`config.mk`:
```
export PLATFORM = sky130hd
export DESIGN_NAME = mul6_shift_add
export DESIGN_NICKNAME = d
export VERILOG_FILES = /design/src/rtl/mul_pkg.sv /design/src/rtl/adder12.sv /design/src/rtl/adder4.sv /design/src/rtl/mul6_shift_add.sv
export SDC_FILE = /design/constraint.sdc
export NUM_CORES = 1
export LEC_CHECK = 0
export CAP_MARGIN = 20
export CORE_MARGIN = 2
export CORE_UTILIZATION = 58
export DETAILED_ROUTE_END_ITERATION = 6
export GPL_TIMING_DRIVEN = 0
export PLACE_DENSITY = 0.84
export RECOVER_POWER = 25
export SLEW_MARGIN = 20
export SYNTH_ARGS = -nofsm -noshare
export SYNTH_HDL_FRONTEND = slang
export SYNTH_SLANG_ARGS = --single-unit
```
`constraint.sdc`:
```
create_clock -name clk -period 15.15 [get_ports clk]
set_input_delay 3.03 -clock clk [delete_from_list [all_inputs] [get_ports clk]]
set_output_delay 3.03 -clock clk [all_outputs]
set_load 0.03 [all_outputs]
```
`src/rtl/mul_pkg.sv`:
```
// Shared constants and FSM state type for the 6x6 shift-and-add multiplier.
package mul_pkg;

  localparam int N        = 6;
  localparam int PW       = 12;
  localparam int MAX_ITER = 6;

  typedef enum logic [1:0] {
    ST_IDLE = 2'd0,
    ST_RUN  = 2'd1,
    ST_DONE = 2'd2
  } state_e;

endpackage

```
`src/rtl/adder12.sv`:
```
// 12-bit ripple-carry adder made of three chained 4-bit slices.
module adder12 (
  input  logic [11:0] a,
  input  logic [11:0] b,
  input  logic        c0,
  output logic [11:0] s,
  output logic        c12
);

  logic [3:0] carry;

  assign carry[0] = c0;

  for (genvar gi = 0; gi < 3; gi++) begin : g_slice
    adder4 u_adder4 (
      .a    (a[gi*4 +: 4]),
      .b    (b[gi*4 +: 4]),
      .cin  (carry[gi]),
      .s    (s[gi*4 +: 4]),
      .cout (carry[gi+1])
    );
  end

  assign c12 = carry[3];

endmodule

```
`src/rtl/adder4.sv`:
```
// 4-bit ripple-carry adder built from a chain of full-adder cells.
module adder4 (
  input  logic [3:0] a,
  input  logic [3:0] b,
  input  logic       cin,
  output logic [3:0] s,
  output logic       cout
);

  logic [4:0] carry;

  assign carry[0] = cin;

  for (genvar gi = 0; gi < 4; gi++) begin : g_fa
    assign s[gi]        = a[gi] ^ b[gi] ^ carry[gi];
    assign carry[gi+1]  = (a[gi] & b[gi]) | (carry[gi] & (a[gi] ^ b[gi]));
  end

  assign cout = carry[4];

endmodule

```
`src/rtl/mul6_shift_add.sv`:
```
// Sequential unsigned 6x6 shift-and-add multiplier with valid/ready handshakes;
// terminates early once the remaining multiplier bits are all zero.
module mul6_shift_add
  import mul_pkg::*;
#(
  parameter  int N  = 6,
  localparam int PW = 2 * N
) (
  input  logic          clk,
  input  logic          rst_n,
  input  logic          in_valid,
  output logic          in_ready,
  input  logic [N-1:0]  a,
  input  logic [N-1:0]  b,
  output logic          out_valid,
  input  logic          out_ready,
  output logic [PW-1:0] product,
  output logic          busy
);

  // The datapath is a single fixed-width 12-bit adder, so the operand width is locked.
  if (PW != mul_pkg::PW) begin : g_bad_width
    $error("mul6_shift_add: 2*N must equal the 12-bit adder width");
  end

  state_e        state_q,   state_d;
  logic [PW-1:0] acc_q,     acc_d;
  logic [PW-1:0] mcand_q,   mcand_d;
  logic [N-1:0]  mplier_q,  mplier_d;
  logic [PW-1:0] product_q, product_d;

  logic [PW-1:0] addend;
  logic [PW-1:0] sum;
  logic          c12;

  assign addend = mplier_q[0] ? mcand_q : '0;

  adder12 u_adder12 (
    .a   (acc_q),
    .b   (addend),
    .c0  (1'b0),
    .s   (sum),
    .c12 (c12)
  );

  always_comb begin
    state_d   = state_q;
    acc_d     = acc_q;
    mcand_d   = mcand_q;
    mplier_d  = mplier_q;
    product_d = product_q;
    case (state_q)
      ST_IDLE: begin
        if (in_valid) begin
          acc_d    = '0;
          mcand_d  = {{(PW-N){1'b0}}, a};
          mplier_d = b;
          if (b == '0) begin
            state_d   = ST_DONE;
            product_d = '0;
          end else begin
            state_d = ST_RUN;
          end
        end
      end
      ST_RUN: begin
        acc_d    = sum;
        mcand_d  = mcand_q << 1;
        mplier_d = mplier_q >> 1;
        // Stop as soon as no set multiplier bits remain above the current one.
        if ((mplier_q >> 1) == '0) begin
          state_d   = ST_DONE;
          product_d = sum;
        end
      end
      ST_DONE: begin
        if (out_ready) begin
          state_d = ST_IDLE;
        end
      end
      default: state_d = ST_IDLE;
    endcase
  end

  always_ff @(posedge clk) begin
    if (!rst_n) begin
      state_q   <= ST_IDLE;
      acc_q     <= '0;
      mcand_q   <= '0;
      mplier_q  <= '0;
      product_q <= '0;
    end else begin
      state_q   <= state_d;
      acc_q     <= acc_d;
      mcand_q   <= mcand_d;
      mplier_q  <= mplier_d;
      product_q <= product_d;
    end
  end

  assign in_ready  = (state_q == ST_IDLE);
  assign out_valid = (state_q == ST_DONE);
  assign busy      = (state_q == ST_RUN) || (state_q == ST_DONE);
  assign product   = product_q;

  // 63*63 fits in 12 bits, so the adder carry-out can never fire.
  a_no_overflow: assert property (@(posedge clk) disable iff (!rst_n)
    (state_q == ST_RUN) |-> !c12);

endmodule

```
* Word-level counts from Yosys, hierarchy flattened *
Index checks and enable logic that the tools add are counted.
W data, S select, Z words.

word-level totals
  output and inout bits = 15
  logic and storage cells = 89
  input port bits = 16
  register bits after elaboration = 44

cells by class
  bitwise gates (word level) = 54
  muxes and demuxes = 16
  reduce and logical (&&, ||, !) cells = 8
  equal/unequal tests = 6

operator list
  kind                  number
  $mux W12              6
  $pmux W12 S2          3
  $xor A1 B1 Y1         23
  $and A1 B1 Y1         21
  $logic_not A6 Y1      2
  $pmux W6 S2           1
  $or A1 B1 Y1          10
  $mux W2               4
  $mux W6               1
  $pmux W2 S3           1
  $ne A2 B1 Y1 const B  2
  $ne A2 B2 Y1 const B  2
  $reduce_and A4 Y1     1
  $reduce_and A3 Y1     1
  $eq A2 B1 Y1 const B  1
  $eq A2 B2 Y1 const B  1
  $logic_not A2 Y1      1
  $reduce_and A2 Y1     1
  $reduce_bool A2 Y1    1
  $logic_or A1 B1 Y1    1

* Depth between registers and ports, before layout *
Gate-level depths: netlist (run 1).

  depth in word-level cells = 25
  gate-level depth with buffers = 19
  gate-level depth less buffers = 18

* By module *
From an unflattened synthesis (run 1), not the netlist that was laid out.

second synthesis, totals
  cell total of the unflattened synthesis = 271
  area total of the unflattened synthesis = 2468.6 um2

modules (own cells, without submodules)
  module          area an instance (um2)  sequential area each (um2)  times used  cells each
  mul6_shift_add  2115.8                  880.8                       1           229
  adder4          117.6                   0.0                         3           14

* Least setup slack after synthesis (run 1) *
No wires, ideal clock.

  path kind = reg-to-reg
  start = register mplier_q[0]
  end = register product_q[11] (netlist: product[11])
  library setup time = 0.120 ns
  setup slack = 9.962 ns
  arrival = 5.069 ns
  path buffers = 1
  stages on the path, launching flop included = 20
  period minus slack after synthesis = 5.188 ns
  required time = 15.030 ns
  cells stage by stage = dfxtp_1 -> clkbuf_1 -> and2_1 -> ha_1 -> inv_1 -> fa_1 -> fa_1 -> fa_1 -> fa_1 -> fa_1 -> fa_1 -> fa_1 -> fa_1 -> inv_1 -> fa_1 -> inv_1 -> fa_1 -> xor3_1 -> nand3_1 -> mux2i_1

between the ends
  cells in the longest elaborated chain, start to end = 25
  elaborated cells between the ends (all ways) = 46
  classes of those cells = mux (3); bitwise (43)

RTL lines
  element                                         line                  RTL
  start, declared                                 mul6_shift_add.sv:29  logic [N-1:0] mplier_q, mplier_d;
  start signal, assigned                          mul6_shift_add.sv:96  mplier_q <= mplier_d;
  $mux W12 (*)                                    mul6_shift_add.sv:36  assign addend = mplier_q[0] ? mcand_q : '0;
  $and A1 B1 Y1 or $xor A1 B1 Y1 (tied branches)  adder4.sv:16          assign carry[gi+1] = (a[gi] & b[gi]) | (carry[gi] & (a[gi] ^ b[gi]));
  $and A1 B1 Y1                                   adder4.sv:16
  $or A1 B1 Y1                                    adder4.sv:16
  $and A1 B1 Y1                                   adder4.sv:16
  $or A1 B1 Y1                                    adder4.sv:16
  $and A1 B1 Y1                                   adder4.sv:16
  $or A1 B1 Y1                                    adder4.sv:16
  [... 9 more ...]                                n/a
  $or A1 B1 Y1                                    adder4.sv:16
  $and A1 B1 Y1                                   adder4.sv:16
  $or A1 B1 Y1                                    adder4.sv:16
  $and A1 B1 Y1                                   adder4.sv:16
  $or A1 B1 Y1                                    adder4.sv:16
  $xor A1 B1 Y1 (*)                               adder4.sv:15          assign s[gi] = a[gi] ^ b[gi] ^ carry[gi];
  $mux W12 (*)                                    mul6_shift_add.sv:71  if ((mplier_q >> 1) == '0) begin
  $pmux W12 S2 (*)                                mul6_shift_add.sv:52  case (state_q)
  end signal, assigned                            mul6_shift_add.sv:97  product_q <= product_d;
  end, declared                                   mul6_shift_add.sv:30  logic [PW-1:0] product_q, product_d;

Every way passes the cells marked *; elsewhere a longest branch is shown, timed or not. The select of a mux whose other input is x is not followed.
A chain may end at the register's enable or synchronous reset.

* Worst setup path after layout (run 1) *
Same ends and word-level chain as after synthesis.

==> results.md, run 1 <==
- Share of layout cells above drive strength 1: 7.06%
- Mux cell area share after synthesis: 10.2%
- Count of nets after finishing: 299
- Synth Instances: 232
- Post-synthesis instance area: 0.00225 mm^2
- I/O Buffers: 30
- Minimum period implied by the final worst setup slack: 5.53 ns
- Drt via density: 5.14
- Req. time, crit path: 15.33 ns
- # diodes: 0
- Max clock buf depth: 2
- Combinational family with the most area after synthesis: simple AND/OR/NAND/NOR gates
- Cell count after placement: 310
- Average wire per standard cell: 12.9 um
- Worst R2R End: product[11]
- Post-layout utilization of the core: 72.7%
- Leading cell type in the layout, fill and taps excluded: sky130_fd_sc_hd__dfxtp_1
- Final worst path period share: 36.5%
- Top cell type's share of synthesized area: 39.1%
- Measured slew at the worst slew-check pin: 0.763 ns
- Global-route wire length before repair: 7220 um
- Overflow left after global routing: 0
- Dpl hpwl: 3120 um
- Simple logic cell fraction of the synthesized area: 19.7%
- Die height: 66.3 um
- # fillers: 292
- Residual DRC count: 0
- Worst reg-to-reg path cell count: 19
- Setup violations, final: 0
- Unrepaired setup endpoints after global routing: no
- Core outline area: 0.00369 mm^2
- Status: completed
- Worst hold-check path type: flop to flop
- Total Power: 0.351 mW
- Number of hold-repair buffers added at the cts stage: 0
- Buffer count from post-CTS setup fixing: 0
- Final setup skew: 0.00789 ns
- Critical Path Start Type: flop
- Effective utilization at floorplan: 61.1%
- Routability congestion estimate: 0.775
- Yosys warning count: 0
- Num CTS Buffers: 5
- Start-to-end type of the worst setup path: flop to flop
- Number of nets in the synthesized netlist: 262
- Parity-gate share of the synthesized area counting xor and xnor cells: 1.44%
- CTS resizes: 0
- Total GRT Usage: 21.7%
- Clock transition at the registers of the reported paths: 0.08 ns
- IO Pins: 31
- FMAX: 0.181 GHz
- Reg-to-reg startpoint: mplier_q[0]
- Synthesis-to-layout area growth: 18.9%
- Number of antenna violations at the first check in global routing: 0
- Skew-Pair Late Insertion Delay: 0.30 ns
- Min-Delay Path Depth: 2
- Critical path data arrival time: 5.71 ns
- Capturing element type of the critical path: flop
- First-pass iteration count of the detailed router: 5
- Number of cells in the finished layout apart from fillers: 317
- Area contributors post-synth: sky130_fd_sc_hd__dfxtp_1 39%, sky130_fd_sc_hd__mux2i_1 10%, sky130_fd_sc_hd__fa_1 8.9%
- Worst vdd ir: 0.0000841 V
- Hold_sp: product[8]
- Top cell type by total area after synthesis: sky130_fd_sc_hd__dfxtp_1
- PwrDens: 131 mW/mm^2
- Total Wirelength: 4080 um
- Hold EP: product[8]
- Post-route standard cell area excluding fillers: 0.00268 mm^2
- CTS Root Buffer Type: sky130_fd_sc_hd__clkbuf_8
- ANT nets after route: 0
- Number of distinct standard cells referenced by the synthesized netlist: 31
- Pin count of the biggest net entering global routing: 13
- Total vias in the final route: 1,630
- Max capacitance violation total: 0
- Final Slew Violations: 0
- Fraction of the mapped netlist area in adder cells: 11.1%
- Synthesized flop and latch total: 44
- Width of the die: 66.3 um
- Sequential cell area fraction in the yosys report: 39.1%
- Die ar.: 0.00440 mm^2
- Mean area per synthesized cell: 9.71 um^2
- Number of violations reported at the end of detailed-routing iteration 0: 74
- Final-layout setup total negative slack: 0 ns
- Htree depth: 2
- Post-synthesis compound-gate area fraction: 13.3%
- P_leak: 1.07 nW
- Commonest cells after routing, fill and taps aside: 44 x sky130_fd_sc_hd__dfxtp_1, 39 x sky130_fd_sc_hd__nand2_1, 28 x sky130_fd_sc_hd__clkdlybuf4s50_1
- Highest fanout seen on the critical path: 10
- Number of global-route vias before repair: 1,620
- Total cell area at the placement stage: 0.00261 mm^2
- Number of endpoints with negative hold slack in the final report: 0
- Clock tree from TritonCTS: built
- Number of placement rows: 22
- Slew headroom: 49.2%
- Register-to-register path setup slack: 9.62 ns
- Clk sinks: 44
-- critical path, stage by stage, from the launching register on --
cell and delay (ns):
sky130_fd_sc_hd__dfxtp_1 0.37, sky130_fd_sc_hd__clkbuf_1 0.32, sky130_fd_sc_hd__and2_1 0.19, sky130_fd_sc_hd__ha_1 0.13, sky130_fd_sc_hd__inv_1 0.04, sky130_fd_sc_hd__fa_1 0.38, sky130_fd_sc_hd__fa_1 0.40, sky130_fd_sc_hd__fa_1 0.39
sky130_fd_sc_hd__fa_1 0.39, sky130_fd_sc_hd__fa_1 0.39, sky130_fd_sc_hd__fa_1 0.39, sky130_fd_sc_hd__fa_1 0.39, sky130_fd_sc_hd__fa_1 0.37, sky130_fd_sc_hd__inv_1 0.08, sky130_fd_sc_hd__fa_1 0.16, sky130_fd_sc_hd__inv_1 0.05
sky130_fd_sc_hd__fa_1 0.41, sky130_fd_sc_hd__xor3_1 0.38, sky130_fd_sc_hd__nand3_1 0.11, sky130_fd_sc_hd__mux2i_1 0.07
-- cell type report --
cell class	instances	area (um^2)	share of cell area, %
Inverter	14	52.6	1.96
Clock inverter	1	5.00	0.187
Timing Repair Buffer	30	300	11.2
Buffer	13	58.8	2.19
Multi-Input combinational cell	161	1250	46.6
Clock buffer	6	72.6	2.71
Tap cell	48	60.1	2.24
Sequential cell	44	881	32.9
-- report_power, final --
part           internal, mW  total (mW)  switching, mW  leakage, nW
clock network        0.0314      0.0686         0.0372       0.0410
registers             0.132       0.144         0.0123        0.357
logic                0.0580       0.138         0.0804        0.674
-- routing by layer --
metal / GRT usage [%] / part of all wire (%) / wire length [um]
met1: 29.7 / 50 / 2050
met2: 33.8 / 45 / 1830
met3: 5.11 / 3.4 / 138
met4: 6.89 / 1.4 / 57
met5: 0 / 0 / 0
-- sequential cells by signal, summed over array words and instances (netlist names) --
register	count
mplier_q	6
product	12
acc_q	12
mcand_q	12
state_q	2
-- per-stage QoR --
stage          setup WS [ns]  hold slack (ns)
2_1_floorplan           9.96            0.456
3_3_place_gp            9.66            0.443
3_5_place_dp            9.62            0.450
4_1_cts                 9.61            0.464
5_1_grt                 9.33            0.486
6_report                9.62            0.461
-- cells by family (layout without fill, tap and decap cells) --
group,after synthesis,count (layout)
AOI/OAI and AO/OA,35,35
xor gates and xnor gates,2,2
adders and majority gates,14,14
buffers and inverters,27,64
DFF,44,44
muxes,23,23
and+or+nand+nor,87,87
-- synthesized netlist by cell type, drive strengths merged --
master,count
a22oi,10
and3b,2
and2,3
xor3,1
xor2,1
a21oi,2
nand2,39
or4,1
and2b,1
fa,10
a211oi,1
nor4,1
buf,4
mux2i,23
nand2b,3
o211a,10
ha,4
and4b,1
nand3,5
nor2,3
a2bb2oi,9
or2,9
inv,14
o211ai,1
dfxtp,44
o21ai,2
nor2b,19
clkbuf,9
-- worst max path at each step --
stage / slack [ns] / cells after the start / startpoint / end
after detailed placement: 9.62 / 19 / mplier_q[0] / product[11]
after CTS: 9.61 / 19 / mplier_q[0] / product[11]
after floorplan: 9.96 / 19 / mplier_q[0] / product[11]
final: 9.62 / 19 / mplier_q[0] / product[11]
after global placement: 9.66 / 19 / mplier_q[0] / product[11]
after global routing: 9.33 / 19 / mplier_q[0] / product[11]
(Power assumes the default switching activity.)
==> run 2, diff against run 1 <==
--- a/config.mk
+++ b/config.mk
@@ -7,10 +7,10 @@
 export LEC_CHECK = 0
 export CAP_MARGIN = 20
 export CORE_MARGIN = 2
-export CORE_UTILIZATION = 58
+export CORE_UTILIZATION = 54
 export DETAILED_ROUTE_END_ITERATION = 6
 export GPL_TIMING_DRIVEN = 0
-export PLACE_DENSITY = 0.84
+export PLACE_DENSITY = 0.79
 export RECOVER_POWER = 25
 export SLEW_MARGIN = 20
 export SYNTH_ARGS = -nofsm -noshare
==> constraint.sdc (replaced) <==
create_clock -name clk -period 5.8 [get_ports clk]
set_input_delay 1.16 -clock clk [delete_from_list [all_inputs] [get_ports clk]]
set_output_delay 1.16 -clock clk [all_outputs]
set_load 0.03 [all_outputs]
==> run 2 against run 1 <==
  * Non-clock buffer count is the same
  * Clock-buffer cell count unchanged
  * Clock skew increased by 0.0026 ns
  * Routed wire length grew 3.8%
  * First-iteration DRC count is 2.7% higher
  * Fmax rose by 2.1%
  * Register-to-register slack got worse by 9.2 ns
  * Sequential cell count unchanged
  * Sequential share of layout area is 0.29 points lower
  * Hold slack about the same
  * Critical path type unchanged
  * Critical endpoint unchanged
==> results.md, run 2 (same netlist as run 1, synthesis figures left out) <==
- FMAX: 0.185 GHz (+2.1%)
- Sum of buffers and inverters on the critical path: 4 (unchanged)
- Worst reg-to-reg path cell count: 19 (unchanged)
- Critical Path Start Type: flop
- Switching fraction of total power: 37.2% (+0.14 points)
- Count of nets after finishing: 299 (unchanged)
- Skew-Pair Late Insertion Delay: 0.31 ns (about the same)
- Total GRT Usage: 21.8% (+0.17 points)
- Relative contribution of the clock network to total power: 21.6% (+2.0 points)
- Capturing element type of the critical path: flop
- Core outline area: 0.00400 mm^2 (+8.4%)
- # diodes: 0 (unchanged)
- Total Wirelength: 4240 um (+3.8%)
- Max clock buf depth: 2 (unchanged)
- Number of violations reported at the end of detailed-routing iteration 0: 76 (+2.7%)
- Crit path max-delay cell type: sky130_fd_sc_hd__fa_1
- Final Slew Violations: 0 (unchanged)
- P_leak: 1.08 nW (+0.53%)
- CP max stage delay: 0.42 ns (about the same)
- Status: completed
- Buffer count from post-CTS setup fixing: 0 (unchanged)
- Num CTS Buffers: 5 (unchanged)
- Part of the total power dissipated in combinational logic: 38.5% (-1.0 points)
- # fillers: 356 (+22%)
- Internal power of the cells: 0.592 mW (+170%)
- Overflow left after global routing: 0 (unchanged)
- Pin count of the biggest net entering global routing: 15 (+2)
- Worst vdd ir: 0.000232 V (+180%)
- Average wire per standard cell: 13.2 um (+2.9%)
- IO Pins: 31 (unchanged)
- CTS resizes: 0 (unchanged)
- Cell count along the critical path: 19 (unchanged)
- Portion of total power attributed to sequential cells: 39.8% (-1.2 points)
- Req. time, crit path: 6.00 ns (-9.33 ns)
- Die ar.: 0.00471 mm^2 (+7.0%)
- Unrepaired setup endpoints after global routing: no
- Clk sinks: 44 (unchanged)
- Measured slew at the worst slew-check pin: 0.773 ns (+0.0102 ns)
- Total vias in the final route: 1,660 (+1.8%)
- Number of antenna violations at the first check in global routing: 0 (unchanged)
- Effective utilization at floorplan: 56.3% (-4.8 points)
- Min-Delay Path Depth: 2 (unchanged)
- Final setup skew: 0.0105 ns (+0.00264 ns)
- Commonest cells after routing, fill and taps aside: 44 x sky130_fd_sc_hd__dfxtp_1, 39 x sky130_fd_sc_hd__nand2_1, 28 x sky130_fd_sc_hd__clkdlybuf4s50_1
- Number of global-route vias before repair: 1,700 (+4.9%)
- Setup violations, final: 0 (unchanged)
- Routability congestion estimate: 0.763 (-1.5%)
- Minimum period implied by the final worst setup slack: 5.42 ns (-0.115 ns)
- Total Power: 0.942 mW (+170%)
- Post-layout utilization of the core: 67.6% (-5.1 points)
- Residual DRC count: 0 (unchanged)
- Start-to-end type of the worst setup path: flop to flop
- ANT nets after route: 0 (unchanged)
- Final worst path period share: 93.4% (+57 points)
- Leading cell type in the layout, fill and taps excluded: sky130_fd_sc_hd__dfxtp_1
- CTS Root Buffer Type: sky130_fd_sc_hd__clkbuf_8
- Number of placement rows: 23 (+4.5%)
- Width of the die: 68.6 um (+3.4%)
- Global-route wire length before repair: 7480 um (+3.6%)
- I/O Buffers: 30 (unchanged)
- Max capacitance violation total: 0 (unchanged)
- Clock tree from TritonCTS: built
- Share of layout cells above drive strength 1: 8.15% (+1.1 points)
- Highest fanout seen on the critical path: 10 (unchanged)
- Worst path top cell family by delay: adder cells
- Die height: 68.6 um (+3.4%)
- Number of hold-repair buffers added at the cts stage: 0 (unchanged)
- Htree depth: 2 (unchanged)
- PwrDens: 348 mW/mm^2 (+170%)
- Final-layout setup total negative slack: 0 ns (unchanged)
- Worst hold-check path type: flop to flop
- First-pass iteration count of the detailed router: 4 (-1)
- Drt via density: 5.19 (+0.89%)
- Dpl hpwl: 3260 um (+4.4%)
- Slew headroom: 48.5% (-0.68 points)
- Clock transition at the registers of the reported paths: 0.09 ns (about the same)
- Synthesis-to-layout area growth: 20.0%
- Sequence of cells on the critical path: clkbuf_2, and2_1, ha_1, inv_1, fa_1, fa_1, fa_1, fa_1, fa_1, fa_1, fa_1, fa_1, inv_1, fa_1, inv_1, fa_1, xor3_1, nand3_1, mux2i_1
- Number of endpoints with negative hold slack in the final report: 0 (unchanged)
- Switching power total: 0.350 mW (+170%)
- Most repeated library cell on the critical path: sky130_fd_sc_hd__fa_1
- Critical path data arrival time: 5.62 ns (-0.09 ns)
## run 2: per-stage QoR
step | area, um^2 | hold slack [ns] | instances | setup WS, ns
global route | 2700 | 0.491 | 320 | 0.125
global placement | 2620 | 0.444 | 312 | 0.327
finish | 2700 | 0.461 | 320 | 0.384
CTS | 2710 | 0.466 | 320 | 0.252
floorplan | 2250 | 0.456 | 232 | 0.612
detailed placement | 2620 | 0.451 | 312 | 0.264
## run 2: cell type report
type	count	area [um^2]	area share (%)
multi-input combinational	161	1250	46.2
sequential	44	881	32.6
timing repair buffer	30	300	11.1
clock buffer	6	82.6	3.05
tap	50	62.6	2.31
buffer	13	60.1	2.22
inverter	14	52.6	1.94
clock inverter	2	15.0	0.555
## run 2: worst reg2reg max path: stages (launching register included)
cell	delay (ns)
sky130_fd_sc_hd__dfxtp_1	0.37
sky130_fd_sc_hd__clkbuf_2	0.22
sky130_fd_sc_hd__and2_1	0.15
sky130_fd_sc_hd__ha_1	0.13
sky130_fd_sc_hd__inv_1	0.05
sky130_fd_sc_hd__fa_1	0.38
sky130_fd_sc_hd__fa_1	0.39
sky130_fd_sc_hd__fa_1	0.42
sky130_fd_sc_hd__fa_1	0.40
sky130_fd_sc_hd__fa_1	0.39
sky130_fd_sc_hd__fa_1	0.39
sky130_fd_sc_hd__fa_1	0.38
sky130_fd_sc_hd__fa_1	0.37
sky130_fd_sc_hd__inv_1	0.08
sky130_fd_sc_hd__fa_1	0.15
sky130_fd_sc_hd__inv_1	0.05
sky130_fd_sc_hd__fa_1	0.41
sky130_fd_sc_hd__xor3_1	0.36
sky130_fd_sc_hd__nand3_1	0.13
sky130_fd_sc_hd__mux2i_1	0.08
## run 2: path summary, 6_finish.rpt
kind	start	end	slack [ns]
max	mplier_q[0]	product[11]	0.38
min	product[5]	product[5]	0.46
max reg2reg	mplier_q[0]	product[11]	0.38
min reg2reg	product[5]	product[5]	0.46
## run 2: layer usage
metal  vias up  global-route usage, %  part of all wire [%]
li1        856                      -                     -
met1       768                   27.0                    49
met2        28                   36.2                    45
met3         8                   6.33                   3.8
met4         0                   7.75                   1.5
met5         -                      0                     0
## run 2: power by group through the flow
stage                     Clock (mW)  Combinational [mW]  Sequential (mW)
after floorplan                    0               0.282            0.372
after global placement             0               0.366            0.381
after detailed placement           0               0.370            0.382
after CTS                      0.209               0.373            0.376
after global routing           0.222               0.401            0.381
final                          0.204               0.363            0.375
==> run 3, diff against run 2 <==
--- a/config.mk
+++ b/config.mk
@@ -12,7 +12,7 @@
 export GPL_TIMING_DRIVEN = 0
 export PLACE_DENSITY = 0.79
 export RECOVER_POWER = 25
-export SLEW_MARGIN = 20
+export SLEW_MARGIN = 0
 export SYNTH_ARGS = -nofsm -noshare
 export SYNTH_HDL_FRONTEND = slang
 export SYNTH_SLANG_ARGS = --single-unit
==> results of run 3 <==
Same layout as run 2: the final DEF is identical, and so are final timing and power.
